**config.mk**
```make
export PLATFORM = sky130hd
export DESIGN_NAME = arb_mux
export DESIGN_NICKNAME = d
export VERILOG_FILES = /design/src/rtl/arb_mux_pkg.sv /design/src/rtl/arb_pick.sv /design/src/rtl/arb_mux.sv
export SDC_FILE = /design/constraint.sdc
export NUM_CORES = 1
export LEC_CHECK = 0
export CORE_MARGIN = 3
export CORE_UTILIZATION = 31
export DETAILED_ROUTE_END_ITERATION = 16
export PLACE_DENSITY = 0.7
export SLEW_MARGIN = 10
export SYNTH_ARGS = -nofsm -noshare
export SYNTH_HDL_FRONTEND = slang
export SYNTH_SLANG_ARGS = --single-unit
export TNS_END_PERCENT = 5
```
**constraint.sdc**
```tcl
create_clock -name clk -period 2.4 [get_ports clk]
set_clock_uncertainty 0.1 [all_clocks]
set_input_delay 0.48 -clock clk [delete_from_list [all_inputs] [get_ports clk]]
set_output_delay 0.48 -clock clk [all_outputs]
set_load 0.005 [all_outputs]
```
**src/rtl/arb_mux_pkg.sv**
```systemverilog
// arb_mux_pkg: shared FSM state type and index-width helper for arb_mux.
package arb_mux_pkg;
  typedef enum logic {IDLE, LOCKED} state_e;
  function automatic int clog2_min1(input int n);
    int r = 0;
    while ((1 << r) < n) r++;
    return (r < 1) ? 1 : r;
  endfunction
endpackage

```
**src/rtl/arb_pick.sv**
```systemverilog
// arb_pick: combinational arbiter; round robin from ptr_i when ARB_MUX_ROUND_ROBIN_EN, else lowest index wins.
module arb_pick
  import arb_mux_pkg::*;
#(
  parameter int channels = 4,
  parameter int sel_width = clog2_min1(channels)
) (
  input  logic [channels-1:0]  req_i,
  input  logic [sel_width-1:0] ptr_i,
  output logic [channels-1:0]  gnt_o,
  output logic [sel_width-1:0] idx_o
);
`ifdef ARB_MUX_ROUND_ROBIN_EN
  always_comb begin
    idx_o = '0;
    for (int k = channels - 1; k >= 0; k--)
      if (req_i[(int'(ptr_i) + k) % channels]) idx_o = sel_width'((int'(ptr_i) + k) % channels);
    gnt_o = |req_i ? channels'(1) << idx_o : '0;
  end
`else
  logic unused_ptr;
  assign unused_ptr = ^ptr_i;
  always_comb begin
    idx_o = '0;
    for (int k = channels - 1; k >= 0; k--)
      if (req_i[k]) idx_o = sel_width'(k);
    gnt_o = |req_i ? channels'(1) << idx_o : '0;
  end
`endif
endmodule

```
**src/rtl/arb_mux.sv**
```systemverilog
// arb_mux: N-channel stream mux with packet-level arbitration and registered output.
// ARB_MUX_ROUND_ROBIN_EN selects round-robin arbitration (fixed priority otherwise).
module arb_mux
  import arb_mux_pkg::*;
#(
  parameter int width = 32,
  parameter int channels = 4,
  localparam int sel_width = clog2_min1(channels)
) (
  input  logic                      clk,
  input  logic                      reset,
  input  logic [channels*width-1:0] in_data,
  input  logic [channels-1:0]       in_valid,
  input  logic [channels-1:0]       in_last,
  output logic [channels-1:0]       in_ready,
  output logic [width-1:0]          out_data,
  output logic                      out_last,
  output logic [sel_width-1:0]      out_channel,
  output logic                      out_valid,
  input  logic                      out_ready
);
  state_e state_q, state_d;
  logic [sel_width-1:0] grant_q, grant_d, ptr, pick_idx, cur_idx;
  logic [channels-1:0] pick_gnt, sel_oh;
  logic can_load, xfer, beat_last;
  logic [width-1:0] beat_data;
  logic [width-1:0] out_data_q;
  logic out_last_q, out_valid_q;
  logic [sel_width-1:0] out_channel_q;

  arb_pick #(.channels(channels), .sel_width(sel_width)) u_pick (
    .req_i(in_valid),
    .ptr_i(ptr),
    .gnt_o(pick_gnt),
    .idx_o(pick_idx)
  );

  assign can_load  = !out_valid_q || out_ready;
  assign cur_idx   = (state_q == LOCKED) ? grant_q : pick_idx;
  assign sel_oh    = (state_q == LOCKED) ? channels'(1) << grant_q : pick_gnt;
  assign xfer      = |(in_valid & in_ready);
  assign beat_data = in_data[int'(cur_idx)*width +: width];
  assign beat_last = in_last[cur_idx];

  always_ff @(posedge clk or posedge reset)
    if (reset) begin
      state_q <= IDLE;
      grant_q <= '0;
    end else begin
      state_q <= state_d;
      grant_q <= grant_d;
    end

  always_comb begin
    state_d = state_q;
    grant_d = grant_q;
    if (xfer) begin
      state_d = beat_last ? IDLE : LOCKED;
      grant_d = cur_idx;
    end
  end

  always_comb in_ready = can_load ? sel_oh : '0;

`ifdef ARB_MUX_ROUND_ROBIN_EN
  logic [sel_width-1:0] ptr_q;
  always_ff @(posedge clk or posedge reset)
    if (reset) ptr_q <= '0;
    else if (xfer && beat_last) ptr_q <= (int'(cur_idx) == channels - 1) ? '0 : cur_idx + 1'b1;
  assign ptr = ptr_q;
`else
  assign ptr = '0;
`endif

  // Payload fields hold after the beat is consumed; only valid clears.
  always_ff @(posedge clk or posedge reset)
    if (reset) begin
      out_data_q    <= '0;
      out_last_q    <= 1'b0;
      out_channel_q <= '0;
      out_valid_q   <= 1'b0;
    end else if (xfer) begin
      out_data_q    <= beat_data;
      out_last_q    <= beat_last;
      out_channel_q <= cur_idx;
      out_valid_q   <= 1'b1;
    end else if (out_ready) begin
      out_valid_q   <= 1'b0;
    end

  assign out_data    = out_data_q;
  assign out_last    = out_last_q;
  assign out_channel = out_channel_q;
  assign out_valid   = out_valid_q;
endmodule

```
==> impl_metrics.csv, run 1 <==
group,metric,value,unit
status,outcome,"finished clean",
detailed_routing,routed_wl,9430,um
layout,post-route-cell-area,5000,sq um
detailed_routing,drt_iter0_drc,50,
setup_path,critPathMaxFanout,7,
synthesis,yosysSeqAreaShare,33.3,%
setup_path,setup.worst_path.start,"out_ready",
floorplan,core.rowCount,33,
detailed_routing,routedWlPerCell,16.7,um
synthesis,netlist-cell-type-count,23,
grt,grt_usage,17.8,%
setup_path,cp-start-kind,"input pin",
synthesis,synth_cells,268,
placed_design,dp.cells,554,
floorplan,core_region_area,8460,sq um
setup_path,crit_type,"in2out",
timing,holdWs,326,ps
layout,fin_util,59.0,%
timing,finalWorstSetupSlack,46.8,ps
grt,grt.overflow.total,0,
placed_design,dpl.hpwl,7330,um
grt,grt_pass1_wl,14600,um
placed_design,pre_cts_ws,-226,ps
detailed_routing,via_count,2883,
synthesis,ys_ff_latch,37,
clocking,tritoncts,"yes",
setup_path,timing.rr.end,"out_data[20]$_DFFE_PP0P_",
timing,final-hold-violation-count,0,
clocking,ctsHoldBuffers,0,
placed_design,place_area,4860,sq um
timing,clock.fmax,425,MHz
timing,worstMarginPinSlew,382,ps
job,cap_violations,0,
setup_path,worstPathRequired,1820,ps
detailed_routing,ant_nets,0,
timing,grt_setup_unrepaired,"no",
timing,fin_crit,2350,ps
clocking,cts_sinks,37,
power,ir_worst_vdd,0.521,mV
setup_path,crit_path_end,"in_ready[0]",
placed_design,gp_congestion,0.864,
detailed_routing,dr.pass1.iters,4,
power,p_per_area,1130,nW/um^2
floorplan,die_w,101,um
clocking,clk_pin_slew_worst_paths,80,ps
clocking,worstSkewPairLatency,280,ps
timing,setup_viol,0,
placed_design,io_buffers,178,
power,power_frac_clock,8.6,%
clocking,clock_path_buffers,2,
layout,fillers,745,
power,combPwrFrac,70.6,%
setup_path,cp.arrival,1770,ps
grt,grt_pass1_vias,2998,
grt,antenna_found_initial,0,
floorplan,io_pins,179,
power,p_sw_share,38.6,%
layout,synthToLayoutAreaGrowth,79.5,%
synthesis,syn_area,2780,sq um
clocking,numCtsBuffers,5,
layout,final_cells,566,
setup_path,reg2reg_setup_slack,300,ps
grt,grt_max_degree,33,
worst_hold_path,hold_path_class,"in2async",
timing,slew_viol_final,0,
layout,nets,599,
timing,period_share,98.0,%
clocking,cts_htree_levels,2,
synthesis,syn_avg_cell_area,10.4,sq um
floorplan,die_h,101,um
setup_path,cp-end-kind,"primary output",
clocking,cts-root-buf,"clkbuf_8",
detailed_routing,vias_per_cell,5.09,
power,p_sw,2.17,mW
timing,maxSlewHeadroom,74.4,%
detailed_routing,drc,0,
floorplan,dieArea,10100,sq um
floorplan,start_util,32.9,%
layout,drive_gt1_share,17.8,%
layout,antenna_cells,0,
power,internal_power,3.45,mW
power,share_seq_of_total_power,20.8,%
synthesis,ys_warn_count,0,
power,p_leak,2.30,nW
setup_path,r2r_cells,9,
setup_path,r2r-start,"state_q$_DFFE_PP0P_",
synthesis,syn-num-nets,407,
## layout make-up
cell class	count	area, sq um	share of cell area (%)
clock buffer	7	96.3	1.93
clock inverter	1	5.00	0.100
sequential	37	927	18.6
tap	105	131	2.63
multi-input combinational	198	1670	33.4
inverter	5	18.8	0.376
timing repair buffer	213	2150	43.0
## cell usage in the layout (no fill, tap or decap)
| cell type | n |
|---|---|
| dlymetal6s2s_1 | 3 |
| a22oi_1 | 1 |
| clkinv_2 | 1 |
| nor2_1 | 7 |
| and3b_1 | 1 |
| a221oi_4 | 1 |
| mux2i_1 | 33 |
| dfrtp_2 | 1 |
| or2_0 | 1 |
| o21ai_1 | 1 |
| dlygate4sd2_1 | 3 |
| dfrtp_1 | 36 |
| a41o_2 | 1 |
| nor2b_2 | 1 |
| clkbuf_8 | 7 |
| a21oi_1 | 37 |
| o21ai_0 | 4 |
| clkinv_1 | 1 |
| a221oi_2 | 33 |
| buf_12 | 8 |
| clkdlybuf4s50_1 | 172 |
| nand2b_1 | 35 |
| inv_1 | 4 |
| a22oi_2 | 1 |
| and3_1 | 1 |
| a21o_1 | 34 |
| nor2b_1 | 2 |
| a31oi_1 | 2 |
| buf_4 | 27 |
| nand2_1 | 1 |
| nor3_4 | 1 |
## worst min path at each step
stage / slack (ps) / startpoint / end / depth (start not counted)
after global routing: 340 / reset / out_data[10]$_DFFE_PP0P_ / 2
after CTS: 330 / reset / out_data[10]$_DFFE_PP0P_ / 2
after detailed placement: 360 / out_data[12]$_DFFE_PP0P_ / out_data[12]$_DFFE_PP0P_ / 1
after floorplan: 370 / out_data[0]$_DFFE_PP0P_ / out_data[0]$_DFFE_PP0P_ / 1
after global placement: 360 / out_data[12]$_DFFE_PP0P_ / out_data[12]$_DFFE_PP0P_ / 1
final: 330 / reset / out_data[10]$_DFFE_PP0P_ / 2
## synthesized netlist by cell type
| cell | count | area share (%) |
|---|---|---|
| nor2b_1 | 3 | 0.67 |
| buf_4 | 8 | 2.2 |
| a21o_1 | 34 | 9.2 |
| and3b_1 | 1 | 0.31 |
| buf_2 | 7 | 1.3 |
| or2_0 | 1 | 0.22 |
| o21ai_1 | 1 | 0.18 |
| nand2_1 | 1 | 0.13 |
| dfrtp_1 | 37 | 33 |
| clkbuf_1 | 7 | 0.94 |
| inv_1 | 5 | 0.67 |
| nand2b_1 | 35 | 7.9 |
| a221oi_2 | 34 | 18 |
| nor3_4 | 1 | 0.58 |
| a41o_1 | 1 | 0.36 |
| a21oi_1 | 37 | 6.7 |
| a31oi_1 | 2 | 0.45 |
| buf_6 | 6 | 2.4 |
| and3_1 | 1 | 0.22 |
| nor2_1 | 7 | 0.94 |
| a22oi_1 | 2 | 0.54 |
| o21ai_0 | 4 | 0.72 |
| mux2i_1 | 33 | 12 |
## power by group through the flow
stage / clock network, mW / registers, mW / logic, mW
floorplan: 0 / 1.17 / 2.35
global placement: 0 / 1.18 / 3.88
detailed placement: 0 / 1.19 / 3.95
CTS: 0.505 / 1.18 / 3.97
global route: 0.524 / 1.21 / 4.32
finish: 0.485 / 1.17 / 3.97
## sequential cells by signal, summed over array words and instances (netlist names)
name,cells
out_valid,1
out_data,32
out_last,1
state_q,1
grant_q,2
## layer usage
layer | share of wire [%] | vias up | GRT usage, % | wire length (um)
met2 | 49 | 128 | 31.8 | 4630
met3 | 10 | 12 | 5.40 | 988
met5 | 0 | - | 0 | 0
met4 | 0.94 | 0 | 3.42 | 89
li1 | - | 1393 | - | -
met1 | 39 | 1350 | 21.1 | 3720
## logic make-up after synthesis
kind of cell / after synthesis / synth area share, %
flip-flops: 37 / 33.3
buffers and inverters: 33 / 7.46
AND/OR/NAND/NOR: 50 / 11.0
multiplexers: 33 / 11.9
AO/OA/AOI/OAI: 115 / 36.4
## worst max-delay path: stages
cell and delay, ps:
clkdlybuf4s50_1 450, nor2b_1 50, buf_4 150, nor2_1 120
clkdlybuf4s50_1 510
## repair_timing
item | CTS | global route
cloned | 0 | 0
buffers inserted | 1 | 3
pin swaps | 1 | 0
setup endpoints to repair | 4 | 2
gates resized for setup | 5 | 3
## metrics by stage
stage,power [mW],setup TNS (ps)
final,5.62,0
after global routing,6.05,0
after CTS,5.65,0
after global placement,5.06,-3500
after detailed placement,5.14,-5490
after floorplan,3.52,0
Note: power is estimated with default switching activity, not from simulation.
==> run 2, diff against run 1 <==
--- a/config.mk
+++ b/config.mk
@@ -7,3 +7,3 @@
 export LEC_CHECK = 0
-export CORE_MARGIN = 3
+export CORE_MARGIN = 2
 export CORE_UTILIZATION = 31
@@ -11,2 +11,3 @@
 export PLACE_DENSITY = 0.7
+export SETUP_SLACK_MARGIN = 0.05
 export SLEW_MARGIN = 10
==> constraint.sdc (replaced) <==
create_clock -name clk -period 2.4 [get_ports clk]
set_clock_uncertainty 0.1 [all_clocks]
set_input_delay 0.36 -clock clk [delete_from_list [all_inputs] [get_ports clk]]
set_output_delay 0.36 -clock clk [all_outputs]
set_load 0.005 [all_outputs]
==> impl_metrics.csv, run 2 (synthesis results as in run 1) <==
group,metric,value,unit
floorplan,die_w,98.7,um
clocking,cts-root-buf,"clkbuf_8",
setup_path,setup.worst_path.start,"in_valid[0]",
power,p_per_area,1090,nW/um^2
clocking,cts_sinks,37,
timing,worstMarginPinSlew,742,ps
timing,grt_setup_unrepaired,"yes",
timing,final-hold-violation-count,0,
timing,finalWorstSetupSlack,75.1,ps
setup_path,slowest_stage,"clkdlybuf4s50_1",
detailed_routing,dr.pass1.iters,4,
floorplan,die_h,98.7,um
clocking,clk_pin_slew_worst_paths,70,ps
floorplan,start_util,31.9,%
placed_design,dpl.hpwl,6800,um
clocking,numCtsBuffers,5,
timing,setup_viol,0,
timing,fin_crit,2320,ps
setup_path,crit_type,"in2out",
floorplan,io_pins,179,
job,cap_violations,0,
setup_path,cp-end-kind,"primary output",
clocking,cts_htree_levels,2,
layout,drive_gt1_share,13.5,%
placed_design,pre_cts_ws,-71.6,ps
grt,grt.overflow.total,0,
status,outcome,"finished clean",
floorplan,dieArea,9750,sq um
setup_path,path_cells,"clkdlybuf4s50_1, nor2b_2, a31oi_1, nor2_1, clkdlybuf4s50_1",
setup_path,crit_path_end,"in_ready[0]",
detailed_routing,routedWlPerCell,16.0,um
layout,antenna_cells,0,
detailed_routing,vias_per_cell,5.13,
timing,clock.fmax,430,MHz
placed_design,gp_congestion,0.826,
clocking,clock_path_buffers,2,
floorplan,core.rowCount,34,
layout,most-common-layout-cells,"clkdlybuf4s50_1 (177), a21oi_1 (37), dfrtp_1 (36)",
layout,largest_reg_flops,32,
layout,nets,578,
timing,maxSlewHeadroom,50.2,%
detailed_routing,drc,0,
clocking,worstSkewPairLatency,280,ps
setup_path,cp.arrival,1860,ps
setup_path,reg2reg_setup_slack,300,ps
setup_path,cp_slowest_stage_delay,560,ps
grt,grt_max_degree,50,
setup_path,timing.rr.end,"out_data[25]$_DFFE_PP0P_",
floorplan,core_region_area,8720,sq um
worst_hold_path,hold_path_class,"in2async",
layout,fillers,774,
detailed_routing,via_count,2802,
detailed_routing,ant_nets,0,
power,ir_worst_vdd,0.482,mV
grt,grt_pass1_vias,2910,
timing,period_share,96.9,%
setup_path,critPathMaxFanout,4,
grt,antenna_found_initial,0,
clocking,tritoncts,"yes",
detailed_routing,routed_wl,8740,um
power,p_leak,2.15,nW
timing,tns,0,ps
detailed_routing,drt_iter0_drc,50,
layout,synthToLayoutAreaGrowth,72.5,%
grt,grt_pass1_wl,14100,um
grt,grt_usage,17.5,%
setup_path,r2r-start,"state_q$_DFFE_PP0P_",
timing,slew_viol_final,0,
placed_design,io_buffers,178,
layout,final_common_cell,"clkdlybuf4s50_1",
setup_path,cp-start-kind,"input pin",
setup_path,cpMostUsedCell,"clkdlybuf4s50_1",
setup_path,r2r_cells,6,
setup_path,worstPathRequired,1940,ps
run 2: cell types whose count changed in the layout (fill, tap and decap cells not counted):
cell             previous run  this run
buf_12                      8         7
dlymetal6s2s_1              3         1
clkdlybuf4s50_1           172       177
clkbuf_8                    7         5
buf_4                      27         7
dlygate4sd2_1               3         0
run 2: worst min path at each step:
stage	from	endpoint	slack, ps
floorplan	out_data[0]$_DFFE_PP0P_	out_data[0]$_DFFE_PP0P_	370
global route	reset	out_data[13]$_DFFE_PP0P_	360
global placement	out_data[4]$_DFFE_PP0P_	out_data[4]$_DFFE_PP0P_	360
detailed placement	out_data[9]$_DFFE_PP0P_	out_data[9]$_DFFE_PP0P_	360
CTS	reset	out_data[13]$_DFFE_PP0P_	350
finish	reset	out_data[13]$_DFFE_PP0P_	330
run 2: timing repair:
action	CTS	global route
gates resized for setup	1	2
hold buffers	0	0
buffers inserted	0	0
setup endpoints to repair	2	3
pin swaps	0	1
run 2: area by class of cell:
class	instances	area [sq um]	area share, %
clock buffer	5	68.8	1.43
clock inverter	1	5.00	0.104
inverter	5	18.8	0.391
multi-input combinational	198	1670	34.8
sequential	37	927	19.3
tap	108	135	2.81
timing repair buffer	192	1980	41.2
run 2: power by group:
part	leakage (nW)	internal, mW	total (mW)	switching [mW]
registers	0.445	0.962	1.18	0.218
logic	1.66	2.01	3.64	1.64
clock network	0.0399	0.191	0.399	0.208
run 2: layer usage:
metal / global-route usage (%) / share of wire, %
met5: 0 / 0
met4: 5.37 / 1.8
met3: 4.54 / 7.6
met2: 31.5 / 51
met1: 20.4 / 40
run 2: worst max-delay path: cells and delay by family:
family,cells,cell delay (ps)
simple gates,2,370
compound gates,1,60
buf+inv,2,1070
run 2: metrics by stage:
step | std cells | hold WS, ps | total power [mW] | utilization (%) | instance area, sq um
after floorplan | 268 | 374 | 3.52 | - | 2780
after global placement | 540 | 359 | 4.82 | 54.1 | 4720
after detailed placement | 540 | 365 | 4.88 | 54.1 | 4720
after CTS | 546 | 353 | 5.32 | 55.0 | 4800
after global routing | 546 | 365 | 5.65 | 55.1 | 4800
final | 546 | 330 | 5.22 | 55.1 | 4800
==> run 3, diff against run 2 <==
Clock period 2.4 ns to 2.96 ns, I/O delays scaled along.
==> impl_metrics.csv, run 3 (synthesis results as in run 1) <==
group,metric,value,unit
status,outcome,"finished clean",
clocking,cts_resized,0,
clocking,clk_pin_slew_worst_paths,70,ps
detailed_routing,met2WireLength,4180,um
layout,nets,571,
placed_design,dpl.hpwl,6660,um
layout,post-route-cell-area,4740,sq um
power,ir_worst_vdd,0.457,mV
detailed_routing,drt_iter0_drc,57,
detailed_routing,wl_met1,3560,um
placed_design,place_area,4660,sq um
setup_path,crit_type,"in2out",
detailed_routing,drc,0,
grt,antenna_found_initial,0,
clocking,clock_path_buffers,2,
floorplan,die_h,98.7,um
placed_design,io_buffers,178,
detailed_routing,via_count,2735,
clocking,ctsHoldBuffers,0,
job,cap_violations,0,
setup_path,worstPathRequired,2420,ps
detailed_routing,dr.pass1.iters,4,
floorplan,dieArea,9750,sq um
timing,tns,0,ps
setup_path,critPathMaxFanout,4,
floorplan,io_pins,179,
timing,grt_setup_unrepaired,"no",
grt,grt_pass1_wl,13800,um
power,p_per_area,890,nW/um^2
power,p_leak,2.10,nW
timing,worstMarginPinSlew,866,ps
clocking,cts_setup_buffers,0,
detailed_routing,wl_met3,715,um
grt,grt_usage,17.2,%
clocking,cts_htree_levels,2,
clocking,cts-root-buf,"clkbuf_8",
grt,grt_max_degree,58,
clocking,tritoncts,"yes",
layout,synthToLayoutAreaGrowth,70.4,%
timing,setup_viol,0,
detailed_routing,routedWlPerCell,15.9,um
setup_path,cp.arrival,1980,ps
layout,most-common-layout-cells,"clkdlybuf4s50_1 (178), a21oi_1 (37), dfrtp_1 (37)",
clocking,numCtsBuffers,5,
layout,antenna_cells,0,
timing,final-hold-violation-count,0,
timing,period_share,85.1,%
placed_design,gp_congestion,0.870,
setup_path,cp-end-kind,"primary output",
timing,slew_viol_final,0,
grt,grt.overflow.total,0,
floorplan,core_region_area,8720,sq um
grt,grt_pass1_vias,2827,
detailed_routing,highest_layer,"met4",
timing,clock.fmax,397,MHz
layout,largest_reg_flops,32,
detailed_routing,routed_wl,8570,um
detailed_routing,vias_per_cell,5.06,
detailed_routing,ant_nets,0,
floorplan,die_w,98.7,um
worst_hold_path,hold_path_class,"reg2reg",
setup_path,cp-start-kind,"input pin",
floorplan,core.rowCount,34,
timing,fin_crit,2520,ps
clocking,worstSkewPairLatency,280,ps
timing,maxSlewHeadroom,41.9,%
layout,drive_gt1_share,11.6,%
layout,final_common_cell,"clkdlybuf4s50_1",
floorplan,start_util,31.9,%
clocking,cts_sinks,37,
==> run 3: final timing paths <==
| kind | start | end | slack (ps) | depth (start not counted) |
|---|---|---|---|---|
| setup / recovery | in_valid[0] | in_ready[0] | 440 | 5 |
| hold reg to reg | out_data[16]$_DFFE_PP0P_ | out_data[16]$_DFFE_PP0P_ | 380 | 1 |
| max in group asynchronous | reset | grant_q[0]$_DFFE_PP0P_ | 1690 | 3 |
| min in group asynchronous | reset | out_data[11]$_DFFE_PP0P_ | 440 | 2 |
| hold / removal | out_data[16]$_DFFE_PP0P_ | out_data[16]$_DFFE_PP0P_ | 380 | 1 |
| setup reg to reg | state_q$_DFFE_PP0P_ | out_data[12]$_DFFE_PP0P_ | 740 | 6 |
==> run 3: stage by stage <==
| step | utilization [%] | std cells | hold WS (ps) | total power, mW | setup slack, ps |
|---|---|---|---|---|---|
| finish | 54.4 | 540 | 377 | 4.22 | 441 |
| global placement | 53.4 | 533 | 358 | 3.87 | 421 |
| detailed placement | 53.4 | 533 | 365 | 3.92 | 361 |
| floorplan | - | 268 | 374 | 2.85 | 1150 |
| CTS | 54.4 | 540 | 381 | 4.29 | 437 |
| global route | 54.4 | 540 | 392 | 4.56 | 301 |
==> run 3: power breakdown <==
group | switching [mW] | internal [mW]
logic | 1.32 | 1.59
clock network | 0.163 | 0.185
registers | 0.180 | 0.779
==> run 3: worst max-delay path, cell delays in order <==
cell,delay [ps]
clkdlybuf4s50_1,570
nor2b_1,280
a31oi_1,70
nor2_1,110
clkdlybuf4s50_1,510
==> run 3: cell type report <==
class	count	area [sq um]
Fill cell	799	3980
Timing Repair Buffer	185	1910
Multi-Input combinational cell	198	1670
Sequential cell	37	926
Tap cell	108	135
Clock buffer	7	86.3
Inverter	5	18.8
==> run 3: layer usage <==
| layer | global-route usage (%) | vias up |
|---|---|---|
| met5 | 0 | - |
| li1 | - | 1327 |
| met1 | 20.9 | 1288 |
| met3 | 5.32 | 8 |
| met2 | 29.5 | 112 |
| met4 | 4.74 | 0 |
